## config.mk

```make
export PLATFORM = sky130hd
export DESIGN_NAME = seven_seg_capture
export DESIGN_NICKNAME = d
export VERILOG_FILES = /design/src/rtl/seg7_pkg.sv /design/src/rtl/seg7_decode.sv /design/src/rtl/synchronizer.sv /design/src/rtl/seven_seg_capture.sv
export SDC_FILE = /design/constraint.sdc
export NUM_CORES = 1
export LEC_CHECK = 0
export CORE_MARGIN = 4
export CORE_UTILIZATION = 40
export DETAILED_ROUTE_END_ITERATION = 16
export PLACE_DENSITY = 0.59
export SYNTH_ARGS = -nofsm -noshare
export SYNTH_HDL_FRONTEND = slang
export SYNTH_SLANG_ARGS = --single-unit
```

## constraint.sdc

```tcl
create_clock -name clk -period 7.1 [get_ports clk]
set_input_delay 1.42 -clock clk [delete_from_list [all_inputs] [get_ports clk]]
set_output_delay 1.42 -clock clk [all_outputs]
set_load 0.01 [all_outputs]
```

## src/rtl/seg7_pkg.sv

```systemverilog
// seg7_pkg: segment codes, blank digit-enable pattern and capture FSM states shared by the 7-segment blocks
package seg7_pkg;
  localparam logic [6:0] SEG_0    = 7'h40;
  localparam logic [6:0] SEG_1    = 7'h79;
  localparam logic [6:0] SEG_2    = 7'h24;
  localparam logic [6:0] SEG_3    = 7'h30;
  localparam logic [6:0] SEG_4    = 7'h19;
  localparam logic [6:0] SEG_5    = 7'h12;
  localparam logic [6:0] SEG_6    = 7'h02;
  localparam logic [6:0] SEG_7    = 7'h78;
  localparam logic [6:0] SEG_8    = 7'h00;
  localparam logic [6:0] SEG_9    = 7'h10;
  localparam logic [6:0] SEG_DASH = 7'h3F;
  localparam logic [3:0] AN_BLANK = 4'hF;
  typedef enum logic [1:0] {COLLECT, CONVERT, DONE} state_t;
endpackage

```

## src/rtl/seg7_decode.sv

```systemverilog
// seg7_decode: active-low segment code to decimal digit, flagging any code the driver never emits
module seg7_decode
  import seg7_pkg::*;
(
  input  logic [6:0] seg,
  output logic [3:0] digit,
  output logic       bad
);
  always_comb begin
    digit = 4'd0;
    bad   = 1'b0;
    case (seg)
      SEG_0: digit = 4'd0;
      SEG_1: digit = 4'd1;
      SEG_2: digit = 4'd2;
      SEG_3: digit = 4'd3;
      SEG_4: digit = 4'd4;
      SEG_5: digit = 4'd5;
      SEG_6: digit = 4'd6;
      SEG_7: digit = 4'd7;
      SEG_8: digit = 4'd8;
      SEG_9: digit = 4'd9;
      default: bad = 1'b1;
    endcase
  end
endmodule

```

## src/rtl/synchronizer.sv

```systemverilog
// synchronizer: 2-flop input synchronizer with selectable reset value
module synchronizer #(
  parameter int WIDTH = 1,
  parameter logic [WIDTH-1:0] RST_VAL = '0
) (
  input  logic             clk,
  input  logic             reset,
  input  logic [WIDTH-1:0] d,
  output logic [WIDTH-1:0] q
);
  logic [WIDTH-1:0] meta;
  always_ff @(posedge clk or posedge reset) begin
    if (reset) begin
      meta <= RST_VAL;
      q    <= RST_VAL;
    end else begin
      meta <= d;
      q    <= meta;
    end
  end
endmodule

```

## src/rtl/seven_seg_capture.sv

```systemverilog
// seven_seg_capture: recovers the number shown on a multiplexed 4-digit 7-segment display
// by latching settled digits into a frame and converting it from BCD to binary.
module seven_seg_capture
  import seg7_pkg::*;
#(
  parameter int SETTLE_CYCLES  = 512,
  parameter int TIMEOUT_CYCLES = 1048576,
  parameter int CNT_W          = 21
) (
  input  logic        clk,
  input  logic        reset,
  input  logic [3:0]  an,
  input  logic [6:0]  seg,
  output logic [13:0] value,
  output logic [15:0] digits,
  output logic        value_valid,
  output logic        frame_err,
  output logic        no_signal
);
  logic [3:0] an_s, an_p, mask, mask_or, lbit, slot_bad, slot_bad_n, snap_bad;
  logic [6:0] seg_s, seg_p;
  logic [3:0][3:0] slot_d, slot_d_n, snap_d;
  logic [CNT_W-1:0] settle, to_cnt;
  logic [13:0] acc, acc_n;
  logic [3:0] dec_d;
  logic [1:0] k, idx;
  logic dec_bad, legal, stable, latch, expire, start, finish;
  state_t state, state_n;
  synchronizer #(.WIDTH(4), .RST_VAL(AN_BLANK)) u_sync_an (.clk(clk), .reset(reset), .d(an), .q(an_s));
  synchronizer #(.WIDTH(7), .RST_VAL(7'h7F)) u_sync_seg (.clk(clk), .reset(reset), .d(seg), .q(seg_s));
  seg7_decode u_dec (.seg(seg_s), .digit(dec_d), .bad(dec_bad));
  assign legal   = an_s inside {4'hE, 4'hD, 4'hB, 4'h7};
  assign stable  = an_s == an_p && seg_s == seg_p;
  // settle saturates one past the latch point so each display phase latches once
  assign latch   = legal && stable && settle == CNT_W'(SETTLE_CYCLES - 1);
  assign k       = an_s == 4'hE ? 2'd0 : an_s == 4'hD ? 2'd1 : an_s == 4'hB ? 2'd2 : 2'd3;
  assign lbit    = latch ? 4'b0001 << k : 4'b0000;
  assign mask_or = mask | lbit;
  assign expire  = !latch && to_cnt == CNT_W'(TIMEOUT_CYCLES - 1);
  assign start   = state == COLLECT && mask_or == 4'hF;
  assign finish  = state == CONVERT && idx == 2'd3;
  assign acc_n   = (acc << 3) + (acc << 1) + {10'd0, snap_d[~idx]};
  always_comb begin
    slot_d_n   = slot_d;
    slot_bad_n = slot_bad;
    for (int i = 0; i < 4; i++) begin
      slot_d_n[i]   = lbit[i] ? dec_d : slot_d[i];
      slot_bad_n[i] = lbit[i] ? dec_bad : slot_bad[i];
    end
  end
  always_comb begin
    state_n = state == COLLECT ? (start ? CONVERT : COLLECT) :
              state == CONVERT ? (idx == 2'd3 ? DONE : CONVERT) : COLLECT;
  end
  always_ff @(posedge clk or posedge reset) begin
    if (reset) state <= COLLECT;
    else       state <= state_n;
  end
  always_ff @(posedge clk or posedge reset) begin
    if (reset) begin
      an_p        <= AN_BLANK;
      seg_p       <= 7'h7F;
      settle      <= '0;
      to_cnt      <= '0;
      mask        <= '0;
      slot_d      <= '0;
      slot_bad    <= '0;
      snap_d      <= '0;
      snap_bad    <= '0;
      acc         <= '0;
      idx         <= '0;
      value       <= '0;
      digits      <= '0;
      value_valid <= 1'b0;
      frame_err   <= 1'b0;
      no_signal   <= 1'b1;
    end else begin
      an_p        <= an_s;
      seg_p       <= seg_s;
      settle      <= !(legal && stable) ? '0 : settle == CNT_W'(SETTLE_CYCLES) ? settle : settle + 1'b1;
      to_cnt      <= latch ? '0 : expire ? to_cnt : to_cnt + 1'b1;
      no_signal   <= latch ? 1'b0 : expire ? 1'b1 : no_signal;
      mask        <= start || expire ? 4'h0 : mask_or;
      slot_d      <= slot_d_n;
      slot_bad    <= slot_bad_n;
      value_valid <= finish && ~|snap_bad;
      frame_err   <= finish && |snap_bad;
      if (start) begin
        snap_d   <= slot_d_n;
        snap_bad <= slot_bad_n;
        acc      <= '0;
        idx      <= '0;
      end
      if (state == CONVERT) begin
        acc <= acc_n;
        idx <= idx + 2'd1;
      end
      if (finish && ~|snap_bad) begin
        value  <= acc_n;
        digits <= snap_d;
      end
    end
  end
endmodule

```

==> impl_results.md, run 1 <==
* Setup TNS at 0 ns
* Number of global-route vias before repair at 5214
* Post-CTS setup buffer count at 0
* Area used by multi-input combinational logic at 0.00310 mm^2
* Max Root-Sink Buffers at 2
* P&R area growth vs syn at 16.1%
* CTS tree: done
* Worst IR Drop VDD at between 0.15 and 0.2 mV
* I/O Buffers at 45
* Tmin final at 4.42 ns
* Via/cell ratio at 5.13
* CTS Hold Bufs at 0
* Setup crit start kind: flip-flop
* CTS buffer count at 17
* Worst hold slack at between 0.3 and 0.4 ns
* Starting DRT DRC Count at 286
* Pin count of the biggest net entering global routing at between 90 and 100
* CTS resizes at 0
* Global Route Usage Sum at 14.4%
* Initial Util at between 40% and 50%
* Clk root buf: clkbuf_16
* Final ANT Viol Nets at 0
* Reg clk slew, reported paths at 0.07 ns
* Most common flop cell mapped by yosys: dfrtp_1
* Routed wire length at 14.4 mm
* Most frequent cells in the layout: dfrtp_1, nand2_1, nor2_1
* Setup crit end kind: flip-flop
* Chip width at 146 um
* # H-tree levels at 4
* Place WS at 2.65 ns
* Post-Syn Instances at 682
* Clock skew at 0.0149 ns
* Ports at 46
* Worst hold path type: flip-flop to flip-flop
* # rows at 50
* RSZ-0062 raised after global routing: false
* Routed len/inst at 14.9 um
* Drt pass-1 iters at 4
* Final period utilization at between 60% and 70%
* Mapped cell area at 0.00759 mm^2
* Pins Over Slew Limit at 0
* Distinct cells, synth at 56
* Synth Register Bits at 169
* Clk_lat worst skew at ~0.43 ns
* Core ar. at 0.0187 mm^2
* Crit path kind: flip-flop to flip-flop
* Final hold vios at 0
* DR vias at 4957
* Share of cells above drive strength 1 at 16.4%
* Sequential cell area at 0.00427 mm^2
* Clk sink count at 169
* Syn. warnings at 0
* GP Congestion at 0.791
* Post-route DRC at 0
* EDFF count, synth at 0
* Worst Slack Setup Final at 2.68 ns
* Final setup viols at 0
* Pleak at 4.02 nW
* PwrDens at 220 mW/mm^2
* Worst endpoint required time at 7.41 ns
* Hpwl dp at 9.90 mm
* Max_slew headroom at 27.7%
* Nets@finish at 760
* GR Overflow Total at 0
* Worst EP arrival at 4.73 ns
* Commonest non-fill, non-tap cell in the layout: dfrtp_1
* Synth async-reset ratio at 100%
* Initial antenna violation count at 0
* Antenna Cells at 0
* Die Ht at 146 um
* Worst-Margin Slew at 1.08 ns
* Syn Nets at 723
* Sequential element share of the synthesized area at 56.3%
* Max FO, Critical Path at 35
* Syn_area_per_cell at 11.1 um^2
* Fmax at 0.226 GHz
* Die ar. at around 0.021 mm^2
* Filler cell count at 1706
* Max cap viols at 0
* Global-route wire length before repair at 25.5 mm
* Status: complete, no violations
[where the power goes]
group | leakage, nW | switching [mW] | internal, mW
logic | 1.50 | 0.0258 | 0.0142
registers | 2.23 | 0.0107 | 0.980
clock network | 0.286 | 0.411 | 0.498
[cells in the mapped netlist (16+ instances only)]
library cell,count,area share (%)
inv_1,19,0.94
dfstp_2,34,12
dfrtp_1,135,45
nor2_1,55,2.7
clkbuf_1,24,1.2
mux2_2,39,5.8
xor2_1,37,4.3
nand2_1,110,5.4
ha_1,26,4.3
xnor2_1,20,2.3
nand3_1,16,1.1
o21ai_0,26,1.7
[through the flow]
stage | utilization [%] | area (um^2) | cells | power [mW]
floorplan | - | 7590 | 682 | 1.03
finish | 47.1 | 8810 | 966 | 1.94
detailed placement | 44.0 | 8230 | 934 | 1.05
global placement | 44.0 | 8230 | 934 | 1.05
global route | 47.1 | 8810 | 966 | 2.02
CTS | 47.1 | 8810 | 966 | 1.97
[metal layers]
layer | vias to the layer above | track usage, % | wire length [um]
li1 | 2412 | - | -
met1 | 2451 | 18.0 | 6470
met2 | 78 | 24.9 | 7290
met3 | 16 | 3.05 | 447
met4 | 0 | 4.84 | 198
met5 | - | 0 | 0
[area by class of cell]
cell class	count	share of cell area [%]
flip-flops and latches	169	48.5
repair buffers	49	5.46
multi-input cells	463	35.3
well taps	234	3.32
inverters	19	0.867
clock buffers	17	4.83
clock inverters	15	1.76
[final timing paths]
kind | slack, ns | end | cells after the start | from
min in group asynchronous | 1.55 | settle[3] | 2 | reset
max | 2.68 | snap_d[7] | 8 | u_sync_seg.q[3]
max in group asynchronous | 4.10 | snap_d[3] | 3 | reset
min reg2reg | 0.36 | u_sync_seg.q[4] | 0 | u_sync_seg.meta[4]
max reg2reg | 2.68 | snap_d[7] | 8 | u_sync_seg.q[3]
min | 0.36 | u_sync_seg.q[4] | 0 | u_sync_seg.meta[4]
[sequential cells by signal (all words and copies together) (netlist names), 13 cells and up]
name and flops:
slot_d 16, digits 16, to_cnt 21, value 14, settle 21, snap_d 16
acc 13
[cell families (layout without fill, tap and decap cells)]
logic type | after synthesis | count (layout) | synth area share, %
buf+inv | 50 | 100 | 2.77
xor+xnor | 57 | 57 | 6.58
compound gates | 79 | 79 | 6.50
simple gates | 251 | 251 | 15.4
fa+ha+maj | 28 | 28 | 4.82
flops | 169 | 169 | 56.3
mux | 48 | 48 | 7.67
[critical path, stage by stage (launching register included)]
cell and delay [ns]:
dfstp_2 0.67, xor2_1 0.10, nor4_1 0.27, nand4_1 0.87
or4_1 0.98, a22o_1 0.32, nor3_4 0.23, buf_4 0.43
mux2_2 0.39
(Power assumes the default switching activity.)
==> run 2, diff against run 1 <==
Clock period 7.1 ns to 4.5 ns, I/O delays scaled along.
==> run 2 against run 1 <==
Compared with the run above:
- global-route usage rose by 0.32 points
- non-clock buffer count rose by 2
- power rose by 59%
- die area did not move
- critical endpoint is now snap_d[13]
- largest power group unchanged
- highest routed layer unchanged
==> impl_results.md, run 2 (synthesis gave the netlist of run 1 again) <==
* Status: complete, no violations
* Antenna Cells at 0
* Max FO, Critical Path at 33
* Routed wire length at between 10 and 15 mm
* Largest registers: settle: 21 flops, to_cnt: 21 flops
* CTS Hold Bufs at 0
* Routed len/inst at 15.1 um
* Pins Over Slew Limit at 0
* Final hold vios at 0
* Worst IR Drop VDD at between 0.2 and 0.3 mV
* Clk sink count at 169
* Global Route Usage Sum at 14.7%
* Fin area at around 0.0089 mm^2
* Worst hold path type: flip-flop to flip-flop
* Starting DRT DRC Count at 264
* Most frequent cells in the layout: dfrtp_1, nand2_1, nor2_1
* PwrDens at about 350 mW/mm^2
* Final period utilization at 83.3%
* CTS resizes at 0
* DR WL met3 at 402 um
* Final ANT Viol Nets at 0
* Share of cells above drive strength 1 at 16.5%
* Global-route wire length before repair at 25.9 mm
* Max_slew headroom at 40.5%
* Final setup viols at 0
* Tmin final at 3.75 ns
* Worst endpoint required time at 4.81 ns
* Setup TNS at 0 ns
* Post-route DRC at 0
* Wl on met1 at 6.67 mm
* Drt pass-1 iters at 4
* Dpl cell area at between 0.008 and 0.009 mm^2
* GP Congestion at 0.805
* DR vias at 4984
* Nets@finish at between 700 and 800
* Via/cell ratio at 5.15
* # rows at 50
* P&R area growth vs syn at 17.0%
* CTS buffer count at 17
* Ports at 46
* Max Root-Sink Buffers at 2
* Die Ht at approximately 150 um
* Initial Util at 40.6%
* Fmax at 0.267 GHz
* RSZ-0062 raised after global routing: false
* Post-CTS setup buffer count at 0
* I/O Buffers at 45
* CTS tree: done
* GR Overflow Total at 0
* Worst-Margin Slew at 0.889 ns
* Max cap viols at 0
* Met2 wire len at around 7.4 mm
* Reg clk slew, reported paths at 0.06 ns
* Crit path kind: flip-flop to flip-flop
* Clk_lat worst skew at 0.42 ns
* Initial antenna violation count at 0
* Die ar. at 0.0212 mm^2
* Setup crit start kind: flip-flop
* Clock skew at 0.00883 ns
* Number of global-route vias before repair at 5239
* Max layer used: met4
* Setup crit end kind: flip-flop
* Post-layout util at approximately 47%
* # H-tree levels at 4
* Hpwl dp at roughly 10 mm
* Pleak at 4.04 nW
* Worst EP arrival at 4.06 ns
* Core ar. at 0.0187 mm^2
* Worst Slack Setup Final at 0.752 ns
* Clk root buf: clkbuf_16
* Place WS at 0.802 ns
* Pin count of the biggest net entering global routing at 96
* Chip width at 146 um
* Worst hold slack at 0.356 ns
* Commonest non-fill, non-tap cell in the layout: dfrtp_1
## run 2: final cells by class
cell class / count / area (um^2)
fillers: 1627 / 9830
repair buffers: 51 / 533
well taps: 234 / 293
clock buffers: 21 / 493
inverters: 19 / 75.1
clock inverters: 11 / 106
flip-flops and latches: 169 / 4270
multi-input cells: 463 / 3100
## run 2: path summary, 6_finish.rpt
path / slack, ns / end / start / cells past startpoint
setup / recovery: 0.75 / snap_d[13] / u_sync_seg.q[3] / 8
hold reg to reg: 0.36 / u_sync_seg.q[2] / u_sync_seg.meta[2] / 0
min in group asynchronous: 0.87 / settle[7] / reset / 2
hold / removal: 0.36 / u_sync_seg.q[2] / u_sync_seg.meta[2] / 0
setup reg to reg: 0.75 / snap_d[13] / u_sync_seg.q[3] / 8
max in group asynchronous: 2.77 / acc[7] / reset / 3
## run 2: critical path, stage by stage, from the launching register on
cell and delay (ns):
dfstp_2 0.68, xor2_1 0.10, nor4_1 0.32, nand4_1 0.44
or4_1 0.79, a22o_1 0.33, nor3_4 0.34, buf_12 0.25
mux2_2 0.36
## run 2: power by group
group	total (mW)	internal (mW)	switching (mW)
Sequential	1.56	1.55	0.0172
Clock	1.46	0.850	0.608
Combinational	0.0678	0.0254	0.0424
Total	3.09	2.42	0.668
## run 2: per-layer routing
layer  track usage [%]  vias up
met2              24.7       83
met5                 0        -
met1              18.9     2480
li1                  -     2409
met3              3.55       12
met4              4.84        0
## run 2: per-stage QoR
stage / std cells / total power [mW]
after floorplan: 682 / 1.63
after global placement: 936 / 1.66
after detailed placement: 936 / 1.66
after CTS: 968 / 3.13
after global routing: 968 / 3.21
final: 968 / 3.09
